File: src/rtl/hazard_pkg.sv
// Shared definitions for the decode-stage hazard scoreboard: ISA opcodes,
// bypass-select encodings and the select-priority helper.
package hazard_pkg;

  localparam logic [4:0] OP_HALT  = 5'b00000;
  localparam logic [4:0] OP_NOP   = 5'b00001;
  localparam logic [4:0] OP_J     = 5'b00100;
  localparam logic [4:0] OP_JR    = 5'b00101;
  localparam logic [4:0] OP_JAL   = 5'b00110;
  localparam logic [4:0] OP_JALR  = 5'b00111;
  localparam logic [4:0] OP_ADDI  = 5'b01000;
  localparam logic [4:0] OP_SUBI  = 5'b01001;
  localparam logic [4:0] OP_XORI  = 5'b01010;
  localparam logic [4:0] OP_ANDNI = 5'b01011;
  localparam logic [4:0] OP_BEQZ  = 5'b01100;
  localparam logic [4:0] OP_BNEZ  = 5'b01101;
  localparam logic [4:0] OP_BLTZ  = 5'b01110;
  localparam logic [4:0] OP_BGEZ  = 5'b01111;
  localparam logic [4:0] OP_ST    = 5'b10000;
  localparam logic [4:0] OP_LD    = 5'b10001;
  localparam logic [4:0] OP_SLBI  = 5'b10010;
  localparam logic [4:0] OP_STU   = 5'b10011;
  localparam logic [4:0] OP_ROLI  = 5'b10100;
  localparam logic [4:0] OP_SLLI  = 5'b10101;
  localparam logic [4:0] OP_RORI  = 5'b10110;
  localparam logic [4:0] OP_SRLI  = 5'b10111;
  localparam logic [4:0] OP_LBI   = 5'b11000;
  localparam logic [4:0] OP_BTR   = 5'b11001;
  localparam logic [4:0] OP_SHF   = 5'b11010;
  localparam logic [4:0] OP_ALU   = 5'b11011;
  localparam logic [4:0] OP_SEQ   = 5'b11100;
  localparam logic [4:0] OP_SLT   = 5'b11101;
  localparam logic [4:0] OP_SLE   = 5'b11110;
  localparam logic [4:0] OP_SCO   = 5'b11111;

  localparam int         ISA_TAG_W = 3;
  localparam logic [2:0] LINK_REG  = 3'd7;

  typedef enum logic [1:0] {
    FWD_RF    = 2'd0,
    FWD_EXMEM = 2'd1,
    FWD_MEMWB = 2'd2
  } fwd_sel_t;

  // Younger stage wins: EX/MEM holds the most recent value of the register.
  function automatic fwd_sel_t youngest_sel(input logic hit_ex, input logic hit_mem);
    if (hit_ex)  return FWD_EXMEM;
    if (hit_mem) return FWD_MEMWB;
    return FWD_RF;
  endfunction

endpackage

File: src/rtl/hazard_field_decode.sv
// Combinational extraction of source/destination register tags from a
// 16-bit instruction; absent operands are flagged by their valid bits.
module hazard_field_decode
  import hazard_pkg::*;
#(
  parameter int REG_W = 3
) (
  input  logic [15:0]      instr_i,
  output logic             src1_vld_o,
  output logic [REG_W-1:0] src1_o,
  output logic             src2_vld_o,
  output logic [REG_W-1:0] src2_o,
  output logic             dest_vld_o,
  output logic [REG_W-1:0] dest_o,
  output logic             is_load_o
);

  logic [4:0]           op;
  logic [ISA_TAG_W-1:0] rs, rt, rd;
  logic                 unused_bits;

  assign op          = instr_i[15:11];
  assign rs          = instr_i[10:8];
  assign rt          = instr_i[7:5];
  assign rd          = instr_i[4:2];
  assign unused_bits = ^instr_i[1:0];

  always_comb begin
    src1_vld_o = 1'b1;
    src1_o     = REG_W'(rs);
    src2_vld_o = 1'b0;
    src2_o     = REG_W'(rt);
    dest_vld_o = 1'b0;
    dest_o     = '0;
    is_load_o  = 1'b0;
    unique case (op)
      OP_HALT, OP_NOP, OP_J: begin
        src1_vld_o = 1'b0;
      end
      OP_LBI: begin
        src1_vld_o = 1'b0;
        dest_vld_o = 1'b1;
        dest_o     = REG_W'(rs);
      end
      OP_SLBI: begin
        dest_vld_o = 1'b1;
        dest_o     = REG_W'(rs);
      end
      OP_ADDI, OP_SUBI, OP_XORI, OP_ANDNI,
      OP_ROLI, OP_SLLI, OP_RORI, OP_SRLI: begin
        dest_vld_o = 1'b1;
        dest_o     = REG_W'(rt);
      end
      OP_LD: begin
        dest_vld_o = 1'b1;
        dest_o     = REG_W'(rt);
        is_load_o  = 1'b1;
      end
      OP_ST: begin
        src2_vld_o = 1'b1;
      end
      OP_STU: begin
        src2_vld_o = 1'b1;
        dest_vld_o = 1'b1;
        dest_o     = REG_W'(rs);
      end
      OP_BTR: begin
        dest_vld_o = 1'b1;
        dest_o     = REG_W'(rd);
      end
      OP_SHF, OP_ALU, OP_SEQ, OP_SLT, OP_SLE, OP_SCO: begin
        src2_vld_o = 1'b1;
        dest_vld_o = 1'b1;
        dest_o     = REG_W'(rd);
      end
      OP_JAL: begin
        src1_vld_o = 1'b0;
        dest_vld_o = 1'b1;
        dest_o     = REG_W'(LINK_REG);
      end
      OP_JALR: begin
        dest_vld_o = 1'b1;
        dest_o     = REG_W'(LINK_REG);
      end
      default: begin
        // branches, JR and unassigned opcodes read only the first source
      end
    endcase
  end

endmodule

File: src/rtl/hazard_scoreboard.sv
// Decode-stage RAW hazard detector: shift-register scoreboard of in-flight
// destinations, stall generation, registered EX bypass selects, stall counter.
module hazard_scoreboard
  import hazard_pkg::*;
#(
  parameter int REG_W     = 3,
  parameter int DEPTH     = 3,
  parameter int FWD_EN    = 1,
  parameter int RF_BYPASS = 1,
  parameter int CNT_W     = 16
) (
  input  logic             clk,
  input  logic             rst_n,
  input  logic [15:0]      id_instr,
  input  logic             id_valid,
  input  logic             flush,
  output logic             stall,
  output logic [1:0]       fwd_sel_a,
  output logic [1:0]       fwd_sel_b,
  output logic [CNT_W-1:0] stall_cnt
);

  typedef struct packed {
    logic             vld;
    logic [REG_W-1:0] dest;
    logic             is_load;
  } entry_t;

  logic             src1_vld, src2_vld, dest_vld, is_load;
  logic [REG_W-1:0] src1, src2, dest;

  hazard_field_decode #(
    .REG_W(REG_W)
  ) u_decode (
    .instr_i   (id_instr),
    .src1_vld_o(src1_vld),
    .src1_o    (src1),
    .src2_vld_o(src2_vld),
    .src2_o    (src2),
    .dest_vld_o(dest_vld),
    .dest_o    (dest),
    .is_load_o (is_load)
  );

  entry_t           ent_q [DEPTH];
  entry_t           ent_d [DEPTH];
  entry_t           ent0_d;
  logic [DEPTH-1:0] m1, m2, lim_mask;
  logic             hz_fwd, hz_leg, hazard, issue;
  fwd_sel_t         fwd_a_q, fwd_a_d, fwd_b_q, fwd_b_d;
  logic [CNT_W-1:0] cnt_q, cnt_d;

  for (genvar k = 0; k < DEPTH; k++) begin : g_stage
    assign m1[k]       = src1_vld & ent_q[k].vld & (ent_q[k].dest == src1);
    assign m2[k]       = src2_vld & ent_q[k].vld & (ent_q[k].dest == src2);
    // With write-before-read regfile the last stage is already visible to ID.
    assign lim_mask[k] = (k < DEPTH - RF_BYPASS);
    if (k == 0) begin : g_head
      assign ent_d[k] = ent0_d;
    end else begin : g_tail
      assign ent_d[k] = ent_q[k-1];
    end
  end

  assign hz_fwd = (m1[0] | m2[0]) & ent_q[0].is_load;
  assign hz_leg = |((m1 | m2) & lim_mask);
  assign hazard = (FWD_EN != 0) ? hz_fwd : hz_leg;

  assign stall = id_valid & ~flush & hazard;
  assign issue = id_valid & ~flush & ~stall;

  always_comb begin
    ent0_d = '0;
    if (issue) begin
      ent0_d.vld     = dest_vld;
      ent0_d.dest    = dest;
      ent0_d.is_load = is_load;
    end
  end

  assign fwd_a_d = (issue && FWD_EN != 0) ? youngest_sel(m1[0], m1[1]) : FWD_RF;
  assign fwd_b_d = (issue && FWD_EN != 0) ? youngest_sel(m2[0], m2[1]) : FWD_RF;

  assign cnt_d = (stall && cnt_q != '1) ? cnt_q + CNT_W'(1) : cnt_q;

  always_ff @(posedge clk or negedge rst_n) begin
    if (!rst_n) begin
      ent_q   <= '{default: '0};
      fwd_a_q <= FWD_RF;
      fwd_b_q <= FWD_RF;
      cnt_q   <= '0;
    end else begin
      ent_q   <= ent_d;
      fwd_a_q <= fwd_a_d;
      fwd_b_q <= fwd_b_d;
      cnt_q   <= cnt_d;
    end
  end

  assign fwd_sel_a = fwd_a_q;
  assign fwd_sel_b = fwd_b_q;
  assign stall_cnt = cnt_q;

endmodule

File: config.mk
export PLATFORM = sky130hd
export DESIGN_NAME = hazard_scoreboard
export DESIGN_NICKNAME = d
export VERILOG_FILES = /design/src/rtl/hazard_pkg.sv /design/src/rtl/hazard_field_decode.sv /design/src/rtl/hazard_scoreboard.sv
export SDC_FILE = /design/constraint.sdc
export NUM_CORES = 1
export LEC_CHECK = 0
export CORE_MARGIN = 2
export CORE_UTILIZATION = 49
export DETAILED_ROUTE_END_ITERATION = 8
export HOLD_SLACK_MARGIN = 0.1
export PLACE_DENSITY_LB_ADDON = 0.25
export SLEW_MARGIN = 10
export SYNTH_ARGS = -nofsm -noshare
export SYNTH_HDL_FRONTEND = slang
export SYNTH_SLANG_ARGS = --single-unit
File: constraint.sdc
create_clock -name clk -period 7.4 [get_ports clk]
set_input_delay 2.22 -clock clk [delete_from_list [all_inputs] [get_ports clk]]
set_output_delay 2.22 -clock clk [all_outputs]
set_load 0.005 [all_outputs]
==> reports/results.txt, run 1 <==
The run gives 1356 as the number of global-route vias before repair. The number of antenna diodes in the final layout is 0. Max-cap violations in this run came to 0.

The HPWL after detailed placement is 2.93 mm. The flow ran to the end, and the final reports show no timing, DRC or antenna violations. Share of async-settable or async-resettable flops after synthesis: 100%.

The kind of path behind the tightest hold check is register to register. The maximum number of pins on one net before global-route repair was 30. After detailed routing, the number of remaining DRC violations is 0.

Global routing finished with a remaining overflow of 0. At the worst endpoint, the arrival time is 4450 ps. Per-instance average area after synthesis: 9.90 sq um. The logs give 0.00223 sq mm for the final instance area and 0.00173 sq mm for the cell area after technology mapping. Detailed routing inserted a total of 1479 vias.

The library cell with the highest instance count after synthesis was sky130_fd_sc_hd__dfrtp_1. OpenSTA, run right after detailed placement, puts the worst setup slack at 733 ps. Global routing consumed, over all layers together, 20.1% of the routing resources. Combinational logic is responsible for 12.3% of the overall power. 41 I/O pins were placed.

Clock-pin slew was measured on the worst setup and hold paths at 100 ps. The number of synthesized flops with an enable pin was 0; the number of endpoints with negative hold slack in the final report was 0. Internal power comes to 234 uW. Clock root buffer: sky130_fd_sc_hd__clkbuf_4. Between clock sinks in the finished design, the worst skew comes to 13.5 ps. In the routed layout, each cell is associated on average with a via count of 5.62. The smallest clock period supported by the final layout is computed as 6670 ps.

Compared with the post-synthesis result, the final layout area differs by 28.7%. Summed over all nets, the switching power comes to 75.9 uW. The clock drives 29 sinks. Layout cell share with drive strength beyond 1: 14.3%. Counting flops and latches in the post-synthesis netlist gives 29.

The number of buffers added to fix hold violations after cts was 0; the setup fix buffers added after clock tree synthesis was 0. The maximum number of buffers from clock root to sink came out at 2. The endpoint class of the critical path was an output port. Number of pins exceeding their max-slew limit in the final report: 0. IR analysis of the VDD net gives a maximum drop of 73.9 uV. The detail route stage leaves a number of antenna-violating nets equal to 0.

Wires add up to 3.74 mm. Once the clock tree was built, the resizer swapped 0 gates to a different size. The number of H-tree levels is 2, and the switching share of power is 24.5%. Counting every net in the synthesized netlist gives 196.

Sequential cells account for 52.3% of the total power. The floorplan step defined a die boundary enclosing 0.00403 sq mm. Sequential cells were found to cover 41.9% of the synthesized design area. The power per standard cell area is 139 mW/mm^2, and the relative slew slack is 53.4%. The number of warnings printed during yosys synthesis was 0; the largest fanout of any net on the critical path was 12. The later pin in the worst-skew pair is clocked with a latency of 330 ps. After the first detailed-routing iteration, the DRC count stood at 53. STA puts the critical path data required time at 5180 ps. Library cell with the largest summed area after synthesis: sky130_fd_sc_hd__dfrtp_1. Setup repair after global routing left no endpoint under its margin. By count the netlist is led by sky130_fd_sc_hd__dfrtp_1, sky130_fd_sc_hd__nand2_1, sky130_fd_sc_hd__xor2_1. Once placement finished, the instance area stood at 0.00216 sq mm.

The post-detailed-route wirelength per cell is 14.2 um, and the number of different library cells in the post-synthesis netlist is 39. The design draws 310 uW. The actual transition at the worst max-transition pin is 694 ps, and the site row count is 21. The first global-routing pass estimated 6.20 mm of wire. The fraction of synthesized cell area taken by the top area cell type came out at 41.9%. TritonCTS built the clock tree. The critical path is of the input pin to output port type. For the final worst setup slack, the log shows 726 ps. The run gives 0 as the initial antenna violation count. The most used flip-flop cell after synthesis is sky130_fd_sc_hd__dfrtp_1. The tools report the number of standard cells after synthesis as 175.

Part of the power in the clock network: 35.4%. Setup violations remaining at the end of the flow were counted as 0. The initial utilization of the core area, before any placement, comes to 51.5%. Fill cells in the final layout number 287. Derived from the worst setup path, the maximum achievable clock frequency is 150 MHz.

For this run, the share of the core covered by cells in the final layout is 66.3%. In this run the horizontal extent of the chip is 63.5 um. The type of origin of the critical path is an input pin.

Buffers inserted during clock tree synthesis total 5. After floorplanning, the core was sized to cover 0.00336 sq mm. The logs give 4 for the detailed-routing iteration count for the pre-antenna-repair pass and 0.000918 uW for the cell leakage power. During placement, the flow inserted port buffers numbering 38. The setup TNS is 0 ps, and the share of the clock period used by the worst path is 90.2%. By area the synthesized netlist is led by sky130_fd_sc_hd__dfrtp_1, sky130_fd_sc_hd__xor2_1, sky130_fd_sc_hd__nor3_2.

From bottom edge to top edge, the die measures 63.5 um. The final layout contains 237 nets. For the routability congestion estimate, the log shows 0.847.
-- placed cells by master, fill, tap and decap left out, types with 2 or more instances in the layout --
cell and count:
sky130_fd_sc_hd__xnor2_1 9, sky130_fd_sc_hd__a21oi_1 4, sky130_fd_sc_hd__clkdlybuf4s50_1 38, sky130_fd_sc_hd__nand3_1 10, sky130_fd_sc_hd__clkbuf_4 5, sky130_fd_sc_hd__nor4_1 6, sky130_fd_sc_hd__mux2i_1 2, sky130_fd_sc_hd__nor3_2 8
sky130_fd_sc_hd__mux2_2 2, sky130_fd_sc_hd__nand4_1 4, sky130_fd_sc_hd__dfrtp_1 29, sky130_fd_sc_hd__a31o_2 3, sky130_fd_sc_hd__clkbuf_8 2, sky130_fd_sc_hd__nor2b_1 3, sky130_fd_sc_hd__a222oi_1 3, sky130_fd_sc_hd__and4_1 4
sky130_fd_sc_hd__and2_1 2, sky130_fd_sc_hd__xor2_1 16, sky130_fd_sc_hd__nand2b_1 4, sky130_fd_sc_hd__nor3_1 5, sky130_fd_sc_hd__nor4_2 3, sky130_fd_sc_hd__inv_1 4, sky130_fd_sc_hd__o21ai_0 2, sky130_fd_sc_hd__buf_4 3
sky130_fd_sc_hd__nor2_1 11, sky130_fd_sc_hd__nand2_1 20
-- per-stage QoR --
step / std cells / hold slack (ps)
floorplan: 175 / 360
global placement: 255 / 379
detailed placement: 255 / 392
CTS: 263 / 413
global route: 263 / 440
finish: 263 / 411
-- registers in the layout, indices dropped and copies added (netlist names) --
| name | flops |
|---|---|
| ent_d | 9 |
| fwd_sel_b | 2 |
| fwd_sel_a | 2 |
| stall_cnt | 16 |
-- kinds of logic after synthesis --
group	Yosys count	synth area share, %
and+or+nand+nor	85	28.8
xor gates and xnor gates	25	12.6
DFF	29	41.9
muxes	5	3.10
adders and majority gates	1	0.722
AOI/OAI and AO/OA	19	9.75
buffers and inverters	11	3.10
-- final cells by class --
cell class                 instances  area (sq um)  share of cell area, %
tap                               46          57.6                   2.58
timing repair buffer              41           403                   18.1
sequential                        29           726                   32.5
clock buffer                       7          65.1                   2.92
inverter                           4          15.0                  0.673
multi-input combinational        135           960                   43.0
clock inverter                     1          5.00                  0.224
-- power groups by stage --
| stage | clock network (uW) | logic (uW) | registers (uW) |
|---|---|---|---|
| final | 110 | 38.1 | 162 |
| after global routing | 119 | 42.2 | 162 |
| after CTS | 113 | 38.5 | 162 |
| after detailed placement | 0 | 38.3 | 165 |
| after global placement | 0 | 36.8 | 165 |
| after floorplan | 0 | 19.9 | 165 |
-- final timing paths --
kind                            depth (start not counted)  slack, ps                      from                        end
worst max-delay path                                    6        730              id_instr[12]                      stall
worst min-delay path                                    0        410        ent_d[9]$_DFF_PN0_         ent_d[4]$_DFF_PN0_
worst max register to register                          6       5270  stall_cnt[2]$_DFFE_PN0P_   stall_cnt[8]$_DFFE_PN0P_
worst min register to register                          0        410        ent_d[9]$_DFF_PN0_         ent_d[4]$_DFF_PN0_
max in group asynchronous                               2       4850                     rst_n   stall_cnt[4]$_DFFE_PN0P_
min in group asynchronous                               2       2260                     rst_n  stall_cnt[15]$_DFFE_PN0P_
-- routing by layer --
metal | routed length [um] | share of wire, % | GRT usage (%)
met1 | 1690 | 45 | 25.9
met2 | 1770 | 47 | 32.2
met3 | 229 | 6.1 | 5.18
met4 | 46 | 1.2 | 8.15
met5 | 0 | 0 | 0
-- critical path: stages --
cell and delay [ps]:
sky130_fd_sc_hd__clkdlybuf4s50_1 610, sky130_fd_sc_hd__or4_1 620, sky130_fd_sc_hd__o211ai_2 140, sky130_fd_sc_hd__a32oi_4 160, sky130_fd_sc_hd__nor2_1 180, sky130_fd_sc_hd__clkdlybuf4s50_1 530
Note: power is estimated with default switching activity, not from simulation.
==> run 2: changes to the inputs <==
--- a/config.mk
+++ b/config.mk
@@ -5,6 +5,7 @@
 export SDC_FILE = /design/constraint.sdc
 export NUM_CORES = 1
 export LEC_CHECK = 0
+export CAP_MARGIN = 30
 export CORE_MARGIN = 2
 export CORE_UTILIZATION = 49
 export DETAILED_ROUTE_END_ITERATION = 8
==> results of run 2 <==
No change in the layout: final DEF, timing and power equal those of run 1.
==> run 3: changes to the inputs <==
--- a/config.mk
+++ b/config.mk
@@ -9,8 +9,10 @@
 export CORE_MARGIN = 2
 export CORE_UTILIZATION = 49
 export DETAILED_ROUTE_END_ITERATION = 8
+export GPL_TIMING_DRIVEN = 0
 export HOLD_SLACK_MARGIN = 0.1
 export PLACE_DENSITY_LB_ADDON = 0.25
+export SETUP_SLACK_MARGIN = 0.4
 export SLEW_MARGIN = 10
 export SYNTH_ARGS = -nofsm -noshare
 export SYNTH_HDL_FRONTEND = slang
==> run 3 against run 2 <==
Against the previous run: first-iteration DRC count up 58%; cell area up 1.0%; flip-flop and latch count is the same; clock skew down 3.4 ps; sequential share of layout area down 0.33 points; count of clock-buffer cells in the layout unchanged; final cell count is 1.5% higher; total power fell by 4.0%; combinational power up 7.6%; largest cell class unchanged.
==> reports/results.txt, run 3 (synthesis results as in run 1) <==
The switching share of power was 24.2% (-0.35 points). Number of endpoints with negative hold slack in the final report: 0 (unchanged). The net total in the final layout is 242 (+2.1%). TritonCTS built the clock tree. Part of the power in the clock network: 31.8% (-3.6 points). The count of buffers inserted at the top-level ports is 38 (unchanged), and the setup TNS is 0 ps (unchanged). The count of inserted antenna diode cells is 0 (unchanged), and the number of global-route vias before repair is 1380 (+1.8%). The sum of routed wire length over all layers is 3.83 mm (+2.5%). The post-detailed-route wirelength per cell works out to 14.3 um (+0.93%). STA classifies the critical path startpoint as an input pin. The net switching power is 71.8 uW (-5.4%).

The post-DP HPWL was 3.12 mm (+6.5%). In the layout the commonest cells are sky130_fd_sc_hd__clkdlybuf4s50_1, sky130_fd_sc_hd__dfrtp_1, sky130_fd_sc_hd__nand2_1. The power per standard cell area works out to 132 mW/mm^2 (-5.0%). The tools report the combinational share of power as 13.8% (+1.5 points).

The tools report the site row count as 21 (unchanged). The worst hold path belongs to the class register to register. The via-per-instance ratio came out at 5.62 (about the same). The violation count after the first detailed-routing iteration came out at 84 (+58%).

For the detailed-routing iteration count for the pre-antenna-repair pass, the log shows 4 (unchanged). The tools report the count of unresolved DRC violations after routing as 0 (unchanged). Relative to the synthesized area, the layout overhead comes to 30.0%. The routability congestion estimate came out at 0.806 (-4.8%). The number of maximum-capacitance constraint violations came out at 0 (unchanged). The share of the clock period used by the worst path was 91.8% (+1.6 points). The run gives 54.4% (+2.1 points) as the portion of total power attributed to sequential cells. The highest clock rate was 147 MHz (-1.7%); the number of H-tree levels was 2 (unchanged). The total CTS buffers is 5 (unchanged). The sink count of the clock tree is 29 (unchanged), and the final number of setup-violating endpoints is 0 (unchanged).

The logs give 0.00336 sq mm (unchanged) for the core footprint and 60.7% (+7.3 points) for the relative slew slack. The setup path with the least slack is of type input pin to output port. For the final standard cell utilization of the core, the log shows 67.0% (+0.67 points). The most common cell after layout, fill and taps aside is sky130_fd_sc_hd__clkdlybuf4s50_1. In this run the worst setup path begins at id_instr[12]. The post-route clock skew is 10.1 ps (-3.37 ps), and the largest fanout of any net on the critical path is 10 (-2). The horizontal die dimension works out to 63.5 um (unchanged). For the initial antenna violation count, the log shows 0 (unchanged).

The clock edge transition at the registers on the reported setup and hold paths is 90 ps (about the same), and the cell leakage power is 0.000932 uW (+1.5%). The number of buffers added to fix hold violations after cts was 0 (unchanged). STA classifies the critical path endpoint as an output port. The startpoint identified for the worst register-to-register timing path is stall_cnt[2]$_DFFE_PN0P_.

The run gives 20.3% (+0.20 points) as the overall routing resource usage. The tools report the remaining global-route overflow as 0 (unchanged). The clock root buffer was sky130_fd_sc_hd__clkbuf_4. Setup repair after global routing left no endpoint under its margin. The run gives 5180 ps (about the same) as the required time reported for the critical path endpoint. The number of gates resized after cts is 0 (unchanged), and the actual transition at the worst max-transition pin is 587 ps (-106 ps). The flip-flop count of the largest register, all copies and words added came out at 16 (unchanged). Residual antenna-violating net count after detailed routing: 0 (unchanged). The initial core utilization was 51.5% (unchanged); the count of vias placed by the detailed router was 1501 (+1.5%). The shortest clock period the worst path allows after layout was 6790 ps (+118 ps). Worst ir drop on vdd: 102 uV (+38%). The run finished with clean final reports. The tools report the total internal power as 225 uW (-3.6%). The tools report the boundary pin count as 41 (unchanged).

The logs give 2 (unchanged) for the maximum number of buffers from clock root to sink and 6.47 mm (+4.2%) for the global-route wire length before repair. The layout cell share with drive strength beyond 1 came out at 14.0% (-0.26 points). The full die area came out at 0.00403 sq mm (unchanged).

The insertion delay of the later-clocked pin in the worst-skew pair was 320 ps (about the same). The maximum number of pins on one net before global-route repair is 20 (-33%). Data arrival time of the worst path: 4570 ps (+120 ps). The setup fix buffers added after clock tree synthesis came out at 0 (unchanged). In this run the most critical hold path is launched from ent_d[9]$_DFF_PN0_. The vertical extent of the die is 63.5 um (unchanged). The run gives 0 (unchanged) as the number of pins exceeding their max-slew limit in the final report.
[run 3: power groups by stage]
stage | sequential, uW | clock [uW] | combinational, uW
6_report | 162 | 94.4 | 41.0
3_5_place_dp | 165 | 0 | 41.2
2_1_floorplan | 165 | 0 | 19.9
4_1_cts | 162 | 97.5 | 41.3
5_1_grt | 162 | 105 | 45.1
3_3_place_gp | 165 | 0 | 37.5
[run 3: critical path: stages]
cell,delay (ps)
sky130_fd_sc_hd__clkdlybuf4s50_1,490
sky130_fd_sc_hd__buf_2,220
sky130_fd_sc_hd__mux2i_1,110
sky130_fd_sc_hd__a2bb2oi_1,470
sky130_fd_sc_hd__a32oi_4,200
sky130_fd_sc_hd__buf_6,210
sky130_fd_sc_hd__nor2_1,130
sky130_fd_sc_hd__clkdlybuf4s50_1,520
[run 3: area by class of cell]
| cell class | count | area [sq um] |
|---|---|---|
| Fill cell | 286 | 1110 |
| Multi-Input combinational cell | 135 | 953 |
| Sequential cell | 29 | 726 |
| Timing Repair Buffer | 39 | 408 |
| Tap cell | 46 | 57.6 |
| Clock buffer | 7 | 55.1 |
| Buffer | 7 | 38.8 |
| Inverter | 4 | 15.0 |
[run 3: worst paths after layout]
check | endpoint | slack, ps | cells past startpoint
setup / recovery | stall | 610 | 8
hold / removal | ent_d[4]$_DFF_PN0_ | 410 | 0
setup reg to reg | stall_cnt[5]$_DFFE_PN0P_ | 5290 | 7
hold reg to reg | ent_d[4]$_DFF_PN0_ | 410 | 0
max in group asynchronous | fwd_sel_b[1]$_DFF_PN0_ | 4630 | 2
min in group asynchronous | stall_cnt[15]$_DFFE_PN0P_ | 2270 | 1
[run 3: routing by layer]
| metal | vias up | GRT usage [%] | part of all wire (%) |
|---|---|---|---|
| met4 | 0 | 6.52 | 0.78 |
| met3 | 4 | 3.04 | 5.1 |
| li1 | 722 | - | - |
| met2 | 56 | 32.5 | 48 |
| met1 | 719 | 28.3 | 46 |
| met5 | - | 0 | 0 |
[run 3: through the flow]
step	instances	setup slack, ps	area [sq um]	power, uW	hold WS (ps)
2_1_floorplan	175	1810	1730	184	360
3_3_place_gp	259	675	2170	202	378
3_5_place_dp	260	624	2200	206	387
4_1_cts	267	620	2250	301	406
5_1_grt	267	495	2250	312	429
6_report	267	608	2250	297	410
